## src/rtl/neuron_mac_datapath.sv

```systemverilog
// ---------------------------------------------------------------------------
// neuron_mac_datapath
//   Pair memory, threshold assembly, 3-stage multiply-accumulate and fire
//   decision for one neuron. It sits directly downstream of control_unit.
//
//   Optional feature (macro RELU_EN): when defined, acc_out and the fire
//   comparison both use max(acc, 0). The internal accumulator stays signed.
//
// Ports:
//   clk, rst_n          clock, synchronous active-low reset
//   rst_mem             one-cycle clear of acc, acc_sat, fire, pipeline tags
//   wr_en, wr_data_ptr  pair write strobe and address
//   data_in, weight_in  signed operands (data_in also carries threshold bytes)
//   threshold_ready     threshold byte strobe (low byte first, then high byte)
//   mul_mem_en          issue a read/multiply at rd_data_ptr
//   ac_mem_en           accumulate tag that travels with the issue
//   rd_data_ptr         read address
//   output_ready        result-request level; its rising edge triggers a decision
//   acc_out             accumulator (clamped to >= 0 with RELU_EN)
//   threshold_out       assembled 16-bit threshold
//   neuron_fire         sticky decision: acc >= threshold (signed)
//   result_valid        one-cycle pulse when neuron_fire is updated
//   acc_sat             sticky saturation flag
// ---------------------------------------------------------------------------
module neuron_mac_datapath #(
   parameter int unsigned DATA_W = 8,
   parameter int unsigned ACC_W  = 24,
   parameter int unsigned DEPTH  = 64
) (
   input  logic                      clk,
   input  logic                      rst_n,
   input  logic                      rst_mem,
   input  logic                      wr_en,
   input  logic [$clog2(DEPTH)-1:0]  wr_data_ptr,
   input  logic [DATA_W-1:0]         data_in,
   input  logic [DATA_W-1:0]         weight_in,
   input  logic                      threshold_ready,
   input  logic                      mul_mem_en,
   input  logic                      ac_mem_en,
   input  logic [$clog2(DEPTH)-1:0]  rd_data_ptr,
   input  logic                      output_ready,
   output logic [ACC_W-1:0]          acc_out,
   output logic [15:0]               threshold_out,
   output logic                      neuron_fire,
   output logic                      result_valid,
   output logic                      acc_sat
);

   localparam int unsigned PAIR_W = 2 * DATA_W;
   localparam int unsigned PROD_W = 2 * DATA_W;
   localparam int unsigned SUM_W  = ACC_W + 1;
   localparam int unsigned CMP_W  = (ACC_W > 16) ? ACC_W : 16;
   localparam logic [ACC_W-1:0] ACC_MAX = {1'b0, {(ACC_W-1){1'b1}}};
   localparam logic [ACC_W-1:0] ACC_MIN = {1'b1, {(ACC_W-1){1'b0}}};

   logic [PAIR_W-1:0] mem [DEPTH];

   logic [PAIR_W-1:0] pair_q, pair_d;
   logic [PROD_W-1:0] prod_q, prod_d;
   logic              s1_v_q, s1_v_d, s1_ac_q, s1_ac_d;
   logic              s2_v_q, s2_v_d, s2_ac_q, s2_ac_d;
   logic [ACC_W-1:0]  acc_q, acc_d;
   logic [ACC_W-1:0]  acc_out_q, acc_out_d;
   logic              acc_sat_q, acc_sat_d;
   logic [15:0]       thr_q, thr_d;
   logic              byte_hi_q, byte_hi_d;
   logic              ordy_hist_q, ordy_hist_d;
   logic              fire_q, fire_d;
   logic              rvalid_q, rvalid_d;

   logic              mem_we;
   logic [SUM_W-1:0]  sum;
   logic signed [CMP_W-1:0] acc_cmp, thr_cmp;

   // Writes yield to threshold strobes and to issues.
   assign mem_we = wr_en & ~threshold_ready & ~mul_mem_en;

   // Pair storage; contents survive both resets.
   always_ff @(posedge clk) begin
      if (mem_we) begin
         mem[wr_data_ptr] <= {data_in, weight_in};
      end
   end

   // Datapath registers that need no reset (qualified by the valid tags).
   always_ff @(posedge clk) begin
      pair_q <= pair_d;
      prod_q <= prod_d;
   end

   // Next-state logic for the pipeline, accumulator, threshold and decision.
   always_comb begin
      pair_d      = pair_q;
      prod_d      = prod_q;
      s1_v_d      = mul_mem_en;
      s1_ac_d     = ac_mem_en;
      s2_v_d      = s1_v_q;
      s2_ac_d     = s1_ac_q;
      acc_d       = acc_q;
      acc_sat_d   = acc_sat_q;
      thr_d       = thr_q;
      byte_hi_d   = byte_hi_q;
      ordy_hist_d = output_ready;
      fire_d      = fire_q;
      rvalid_d    = 1'b0;

      // S1: registered read (old data on a same-cycle write)
      if (mul_mem_en) begin
         pair_d = mem[rd_data_ptr];
      end

      // S2: full-width signed product
      if (s1_v_q) begin
         prod_d = PROD_W'($signed(pair_q[PAIR_W-1:DATA_W])) *
                  PROD_W'($signed(pair_q[DATA_W-1:0]));
      end

      // S3: saturating accumulate; one guard bit detects overflow
      sum = {acc_q[ACC_W-1], acc_q} + SUM_W'($signed(prod_q));
      if (s2_v_q && s2_ac_q) begin
         if (sum[SUM_W-1] != sum[ACC_W-1]) begin
            acc_d     = sum[SUM_W-1] ? ACC_MIN : ACC_MAX;
            acc_sat_d = 1'b1;
         end else begin
            acc_d = sum[ACC_W-1:0];
         end
      end

      // Threshold bytes alternate low/high
      if (threshold_ready) begin
         if (byte_hi_q) begin
            thr_d[15:8] = 8'(data_in);
         end else begin
            thr_d[7:0]  = 8'(data_in);
         end
         byte_hi_d = ~byte_hi_q;
      end

      // Decision on output_ready rising; acc_out_q already holds the view value
      acc_cmp = CMP_W'($signed(acc_out_q));
      thr_cmp = CMP_W'($signed(thr_q));
      if (output_ready && !ordy_hist_q) begin
         fire_d   = (acc_cmp >= thr_cmp);
         rvalid_d = 1'b1;
      end

      // rst_mem wins over accumulate, decision and byte sequencing
      if (rst_mem) begin
         s1_v_d    = 1'b0;
         s2_v_d    = 1'b0;
         acc_d     = '0;
         acc_sat_d = 1'b0;
         fire_d    = 1'b0;
         rvalid_d  = 1'b0;
         byte_hi_d = 1'b0;
      end

`ifdef RELU_EN
      acc_out_d = acc_d[ACC_W-1] ? '0 : acc_d;
`else
      acc_out_d = acc_d;
`endif
   end

   // Control and result registers.
   always_ff @(posedge clk) begin
      if (!rst_n) begin
         s1_v_q      <= 1'b0;
         s1_ac_q     <= 1'b0;
         s2_v_q      <= 1'b0;
         s2_ac_q     <= 1'b0;
         acc_q       <= '0;
         acc_out_q   <= '0;
         acc_sat_q   <= 1'b0;
         thr_q       <= '0;
         byte_hi_q   <= 1'b0;
         ordy_hist_q <= 1'b0;
         fire_q      <= 1'b0;
         rvalid_q    <= 1'b0;
      end else begin
         s1_v_q      <= s1_v_d;
         s1_ac_q     <= s1_ac_d;
         s2_v_q      <= s2_v_d;
         s2_ac_q     <= s2_ac_d;
         acc_q       <= acc_d;
         acc_out_q   <= acc_out_d;
         acc_sat_q   <= acc_sat_d;
         thr_q       <= thr_d;
         byte_hi_q   <= byte_hi_d;
         ordy_hist_q <= ordy_hist_d;
         fire_q      <= fire_d;
         rvalid_q    <= rvalid_d;
      end
   end

   assign acc_out       = acc_out_q;
   assign threshold_out = thr_q;
   assign neuron_fire   = fire_q;
   assign result_valid  = rvalid_q;
   assign acc_sat       = acc_sat_q;

endmodule

```

## config.mk

```make
export PLATFORM = sky130hd
export DESIGN_NAME = neuron_mac_datapath
export DESIGN_NICKNAME = d
export VERILOG_FILES = /design/src/rtl/neuron_mac_datapath.sv
export SDC_FILE = /design/constraint.sdc
export NUM_CORES = 1
export LEC_CHECK = 0
export BUFFER_PORTS_ARGS = -buffer_cell sky130_fd_sc_hd__buf_4
export CORE_MARGIN = 2
export CORE_UTILIZATION = 60
export CTS_CLUSTER_SIZE = 20
export DETAILED_ROUTE_END_ITERATION = 10
export PLACE_DENSITY_LB_ADDON = 0.25
export SYNTH_ARGS = -nofsm -noshare
export SYNTH_HDL_FRONTEND = slang
export SYNTH_SLANG_ARGS = --single-unit
export TNS_END_PERCENT = 1
```

## constraint.sdc

```tcl
create_clock -name clk -period 9.4 [get_ports clk]
set_input_delay 0.94 -clock clk [delete_from_list [all_inputs] [get_ports clk]]
set_output_delay 0.94 -clock clk [all_outputs]
set_load 0.05 [all_outputs]
```

==> results.py, run 1 <==
metrics = {
    "clock_network": {
        "cts-root-buf": "clkbuf_16",
        "insertion_delay_ns": 0.68,
        "h-tree-depth": 3,
        "cts.sinks": 1105,
        "cts.clk_slew.worst_paths_ns": 0.06,
        "cts_tree": "yes",
        "cts_resized": 0,
        "numCtsBuffers": 111,
        "cts_setup_buffers": 0,
        "clock_path_buffers": 3,
        "postCtsHoldBufs": 0,
    },
    "global_route": {
        "grt_overflow": 0,
        "antenna_found_initial": 7,
        "grt_pass1_vias": 23600,
        "grt_usage_pct": 27.9,
        "grt_use_met3_pct": 4.28,
        "busiest_layer": "met2",
        "grt_use_met2_pct": 45.8,
        "gr-usage-met1_pct": 39.2,
        "grt_max_degree": 155,
        "grt_pass1_wl_um": 158000,
    },
    "pwr": {
        "p_leak_nw": 17.2,
        "p_per_area_nw_per_um2": 224,
        "p_total_mw": 11.6,
        "ir_drop_uv": 174,
    },
    "sta": {
        "rsz0062_at_grt": "no",
        "post-route-period-util_pct": 49.3,
        "hold_viol_final": 0,
        "fin_crit_ns": 4.64,
        "slew_headroom_pct": 22.4,
        "hold_slack_ns": 0.466,
        "totalNegativeSetupSlack_ns": 0,
        "drv_slew": 0,
        "worstMarginPinSlew_ns": 1.16,
        "fmax_ghz": 0.216,
        "finClkSkew_ns": 0.0247,
        "setup_violations": 0,
    },
    "synth": {
        "synth_edf_count": 1056,
        "syn_inst": 2297,
        "avgSynthCellArea_um2": 20.1,
        "yosys_warnings": 0,
        "synth_top_flop_cell": "edfxtp_1",
        "synth.cell_area_um2": 46200,
        "async_flop_share_pct": 0,
        "synth_cell_types": 55,
        "synth_nets": 2466,
        "ys_seq_area_share_pct": 70.8,
        "synth-seq-cells": 1105,
    },
    "floorplan": {
        "rows": 101,
        "fp.dieW_um": 281,
        "start_util_pct": 60.7,
        "core_area_um2": 76100,
        "dieHeight_um": 281,
        "dieArea_um2": 79200,
        "ios": 79,
    },
    "worst_setup_path": {
        "cp_max_fo": 8,
        "critical_path_required_ns": 9.82,
        "critPathKind": "flop to flop",
        "rr_worst_depth": 18,
        "rr_startpoint": "pair_q[2]",
        "worstPathArrival_ns": 5.06,
        "rrSetupSlack_ns": 4.76,
        "critPathCaptureType": "flop",
        "startpoint_type": "flop",
        "r2r_end": "prod_q[14]",
    },
    "cells_and_area": {
        "fin_area_um2": 51800,
        "nFillCells": 4752,
        "mostFrequentLayoutCells": "edfxtp_1, mux4_2, buf_4",
        "area_growth_syn_to_layout_pct": 12.1,
        "final_core_util_pct": 68.1,
        "post_route_cells_drive_above_1_share_pct": 26.1,
        "layout_commonest_cell": "edfxtp_1",
        "layout.nets": 2636,
    },
    "detailed_routing": {
        "dr.first_iter.drc_count": 2719,
        "drt_wl_total_um": 107000,
        "routedWlPerCell_um": 29.9,
        "via_per_inst": 6.40,
        "via_count": 23000,
        "remaining_drc_errors": 0,
        "first_pass_iters": 5,
        "postRouteAntennaNets": 0,
    },
    "place": {
        "hpwl_um": 62300,
        "place_area_um2": 48200,
        "numPortBuffers": 78,
        "place.gp.congestion": 0.945,
    },
    "outcome": {
        "outcome": "finished, final reports clean",
    },
    "worst_hold_path": {
        "whs_path_depth": 1,
        "worst_hold_startpoint": "s1_ac_q",
        "hold_path_class": "flop to flop",
        "hold_end": "s2_ac_q",
    },
    "flow_run": {
        "maxCapViolations": 0,
    },
}
-- flip-flops by register name, summed over array words and instances (netlist names), 16 cells and up --
register,cells
threshold_out,16
mem,1024
pair_q,16
prod_q,16
acc_out,24
-- cell type report --
cell class | instances | area (µm²) | share of cell area, %
sequential | 1105 | 32700 | 63.1
multi-input combinational | 984 | 12600 | 24.4
clock buffer | 132 | 2880 | 5.56
tap | 1030 | 1290 | 2.49
timing repair buffer | 154 | 1180 | 2.29
clock inverter | 69 | 684 | 1.32
inverter | 111 | 417 | 0.804
antenna | 2 | 5.00 | 0.00966
-- cells in the mapped netlist (5+ instances only) --
cell type | n | area share (%)
ha_1 | 77 | 2.1
a21o_1 | 12 | 0.20
buf_1 | 7 | 0.057
o21ai_0 | 41 | 0.44
a31oi_1 | 6 | 0.081
clkbuf_1 | 59 | 0.48
dfxtp_1 | 49 | 2.1
nand4_1 | 8 | 0.11
o21ai_1 | 7 | 0.076
maj3_2 | 10 | 0.24
edfxtp_1 | 1056 | 69
xor2_1 | 10 | 0.19
and2_1 | 49 | 0.66
mux4_2 | 336 | 16
nor2_1 | 94 | 0.76
nand3_1 | 18 | 0.20
nand2_1 | 74 | 0.60
buf_2 | 23 | 0.25
nor2b_1 | 20 | 0.27
o211ai_1 | 7 | 0.11
nand2b_1 | 13 | 0.18
inv_1 | 111 | 0.90
maj3_1 | 5 | 0.11
xnor2_1 | 24 | 0.46
a211oi_1 | 5 | 0.081
fa_1 | 56 | 2.4
a21boi_0 | 16 | 0.26
a21oi_1 | 51 | 0.55
-- power breakdown --
group | internal (mW) | switching (mW)
registers | 5.51 | 0.0514
clock network | 2.48 | 1.81
logic | 0.769 | 0.988
-- cell families (layout without fill, tap and decap cells) --
| group | after synthesis | after routing | share of synthesized area, % |
|---|---|---|---|
| multiplexers | 341 | 341 | 16.5 |
| XOR/XNOR | 34 | 34 | 0.645 |
| AO/OA/AOI/OAI | 161 | 161 | 2.22 |
| other | 0 | 2 | 0 |
| AND/OR/NAND/NOR | 300 | 300 | 3.16 |
| flip-flops | 1105 | 1105 | 70.8 |
| adder cells (fa/ha/maj) | 148 | 148 | 4.86 |
| buffers and inverters | 208 | 466 | 1.85 |
-- worst max-delay path by stage --
stage	slack [ns]	depth (start not counted)	from	end
global route	4.50	18	pair_q[2]	prod_q[13]
CTS	4.74	18	pair_q[2]	prod_q[14]
global placement	4.84	18	pair_q[2]	prod_q[14]
floorplan	5.11	18	pair_q[14]	prod_q[14]
detailed placement	4.74	18	pair_q[2]	prod_q[14]
finish	4.76	18	pair_q[2]	prod_q[14]
-- per-stage QoR --
step           setup WS, ns  cells
2_1_floorplan          5.11   2297
3_3_place_gp           4.84   3384
3_5_place_dp           4.74   3384
4_1_cts                4.74   3585
5_1_grt                4.50   3586
6_report               4.76   3587
-- metal layers --
metal  vias to the layer above  share of wire (%)  wire length (µm)
met5                         -              0.051                55
met3                       202                8.1              8640
met2                      1125                 50             53400
met1                     12000                 39             41400
li1                       9605                  -                 -
met4                         8                3.4              3610
-- critical path, cell delays in order (launching register included) --
cell      delay [ns]
edfxtp_1        0.50
and2_1          0.23
fa_1            0.54
inv_1           0.06
fa_1            0.54
inv_1           0.05
fa_1            0.47
inv_1           0.05
fa_1            0.47
inv_1           0.05
ha_1            0.31
o21ai_0         0.11
a21oi_1         0.11
o21ai_0         0.17
nand2b_1        0.10
a31oi_1         0.26
o21bai_1        0.11
a21oi_1         0.18
xnor2_1         0.08
Power figures use the tool's default switching activity.
==> inputs of run 2 (changes only) <==
==> constraint.sdc (replaced) <==
create_clock -name clk -period 4.6 [get_ports clk]
set_input_delay 0.46 -clock clk [delete_from_list [all_inputs] [get_ports clk]]
set_output_delay 0.46 -clock clk [all_outputs]
set_load 0.05 [all_outputs]
==> run 2 against run 1 <==
Against the previous run:
- fmax is 5.8% higher
- clock power is 91% higher
- power is 100% higher
- critical path depth is 1 lower
- largest cell class unchanged
==> results.py, run 2 (synthesis results as in run 1) <==
metrics = {
    "detailed_routing": {
        "remaining_drc_errors": 0,
        "drt_wl_total_um": 106000,
        "postRouteAntennaNets": 0,
        "first_pass_iters": 6,
        "routedWlPerCell_um": 29.4,
        "dr.first_iter.drc_count": 2634,
        "via_count": 22900,
        "via_per_inst": 6.36,
    },
    "global_route": {
        "grt_usage_pct": 27.5,
        "gr-usage-met1_pct": 38.2,
        "grt_pass1_wl_um": 156000,
        "grt_use_met3_pct": 5.27,
        "grt_use_met2_pct": 44.5,
        "grt_overflow": 0,
        "antenna_found_initial": 5,
        "busiest_layer": "met2",
        "grt_pass1_vias": 23400,
        "grt_max_degree": 67,
    },
    "worst_setup_path": {
        "rr_worst_depth": 17,
        "crit_top_cell": "fa_1",
        "path_cells": "buf_4, and2_1, fa_1, fa_1, fa_1, inv_1, fa_1, inv_1, ha_1, inv_1, a21oi_1, o21ai_0, nand2b_1, a31oi_2, o21bai_1, a21oi_2, xnor2_1",
        "startpoint_type": "flop",
        "critical_path_required_ns": 5.01,
        "slowest_delay_ns": 0.53,
        "rr_startpoint": "pair_q[10]",
        "slowest_stage": "fa_1",
        "cp_max_fo": 7,
        "rrSetupSlack_ns": 0.22,
        "critPathKind": "flop to flop",
        "critPathCaptureType": "flop",
        "worstPathArrival_ns": 4.80,
        "r2r_end": "prod_q[14]",
    },
    "sta": {
        "worstMarginPinSlew_ns": 1.15,
        "slew_headroom_pct": 23.7,
        "layout_setup_ws_ns": 0.216,
        "totalNegativeSetupSlack_ns": 0,
        "drv_slew": 0,
        "finClkSkew_ns": 0.0176,
        "fmax_ghz": 0.228,
        "hold_viol_final": 0,
        "post-route-period-util_pct": 95.3,
        "rsz0062_at_grt": "yes",
        "setup_violations": 0,
        "fin_crit_ns": 4.38,
    },
    "clock_network": {
        "cts_tree": "yes",
        "cts-root-buf": "clkbuf_16",
        "clock_path_buffers": 3,
        "insertion_delay_ns": 0.67,
        "h-tree-depth": 3,
        "cts.sinks": 1105,
        "numCtsBuffers": 107,
        "cts.clk_slew.worst_paths_ns": 0.06,
    },
    "cells_and_area": {
        "largest_reg_flops": 1024,
        "post_route_cells_drive_above_1_share_pct": 26.4,
        "layout.nets": 2655,
        "area_growth_syn_to_layout_pct": 12.0,
        "regMostFlops": "mem",
        "nFillCells": 4788,
        "layout_commonest_cell": "edfxtp_1",
        "mostFrequentLayoutCells": "edfxtp_1, mux4_2, buf_4",
    },
    "flow_run": {
        "maxCapViolations": 0,
    },
    "floorplan": {
        "start_util_pct": 60.7,
        "ios": 79,
        "rows": 101,
        "fp.dieW_um": 281,
        "dieArea_um2": 79200,
        "dieHeight_um": 281,
        "core_area_um2": 76100,
    },
    "pwr": {
        "p_leak_nw": 17.1,
        "p_total_mw": 23.3,
        "p_per_area_nw_per_um2": 450,
        "ir_drop_uv": 344,
    },
    "outcome": {
        "outcome": "finished, final reports clean",
    },
    "place": {
        "dp_slack_ns": 0.145,
        "place.gp.congestion": 0.898,
        "numPortBuffers": 78,
        "hpwl_um": 61500,
    },
    "worst_hold_path": {
        "hold_path_class": "input port to flop",
        "whs_path_depth": 2,
        "hold_end": "s1_ac_q",
        "worst_hold_startpoint": "ac_mem_en",
    },
}
## run 2: cell count changes in the layout (fill, tap and decap cells not counted), sizes merged
cell,delta
buf,+22
bufinv,-6
clkbuf,+2
clkinv,-5
diode,+1
dlygate4sd3,+1
inv,+5
## run 2: repair_timing
action	CTS	global route
endpoints found under the setup margin	0	3
setup buffers	0	3
hold endpoints to repair	1	0
hold buffers	1	0
resized for setup	0	6
## run 2: how the worst max path moves through the flow
stage / start / endpoint / cells past startpoint
floorplan: pair_q[14] / prod_q[14] / 18
global placement: pair_q[0] / prod_q[14] / 18
detailed placement: pair_q[14] / prod_q[14] / 18
CTS: pair_q[0] / prod_q[14] / 18
global route: pair_q[14] / prod_q[14] / 18
finish: pair_q[10] / prod_q[14] / 17
## run 2: metal layers
layer / vias to the layer above / wire length [µm] / part of all wire [%]
li1: 9652 / - / -
met3: 175 / 9010 / 8.5
met4: 6 / 3620 / 3.4
met2: 1046 / 52700 / 50
met5: - / 39 / 0.037
met1: 12100 / 40800 / 38
## run 2: through the flow
stage	std cells	utilization, %	hold WS, ns	instance area [µm²]
3_5_place_dp	3403	63.7	0.432	48400
6_report	3607	68.0	0.0374	51700
4_1_cts	3601	68.0	0.0185	51700
5_1_grt	3606	68.0	0.0442	51700
2_1_floorplan	2297	-	0.412	46200
3_3_place_gp	3403	63.7	0.417	48400
## run 2: cell type report
class                           instances  area, µm²  share of cell area [%]
Sequential cell                      1105      32700                    63.2
Multi-Input combinational cell        984      12700                    24.5
Clock buffer                          134       2780                    5.37
Timing Repair Buffer                  177       1430                    2.77
Tap cell                             1030       1290                    2.49
Clock inverter                         63        459                   0.887
Inverter                              111        417                   0.805
Antenna cell                            3       7.51                  0.0145
## run 2: report_power, final
group          switching (mW)  internal [mW]  leakage [nW]
clock                    3.63           4.56          1.58
combinational            2.12           1.64          5.65
sequential             0.0918           11.3          9.90
total                    5.84           17.5          17.1
## run 2: worst max-delay path, delay by kind of cell, from the launching register on
family | cells | cell delay (ns)
simple gates | 2 | 0.29
xor+xnor | 1 | 0.13
compound gates | 5 | 0.65
fa+ha+maj | 5 | 2.19
flops | 1 | 0.51
buf+inv | 4 | 0.35
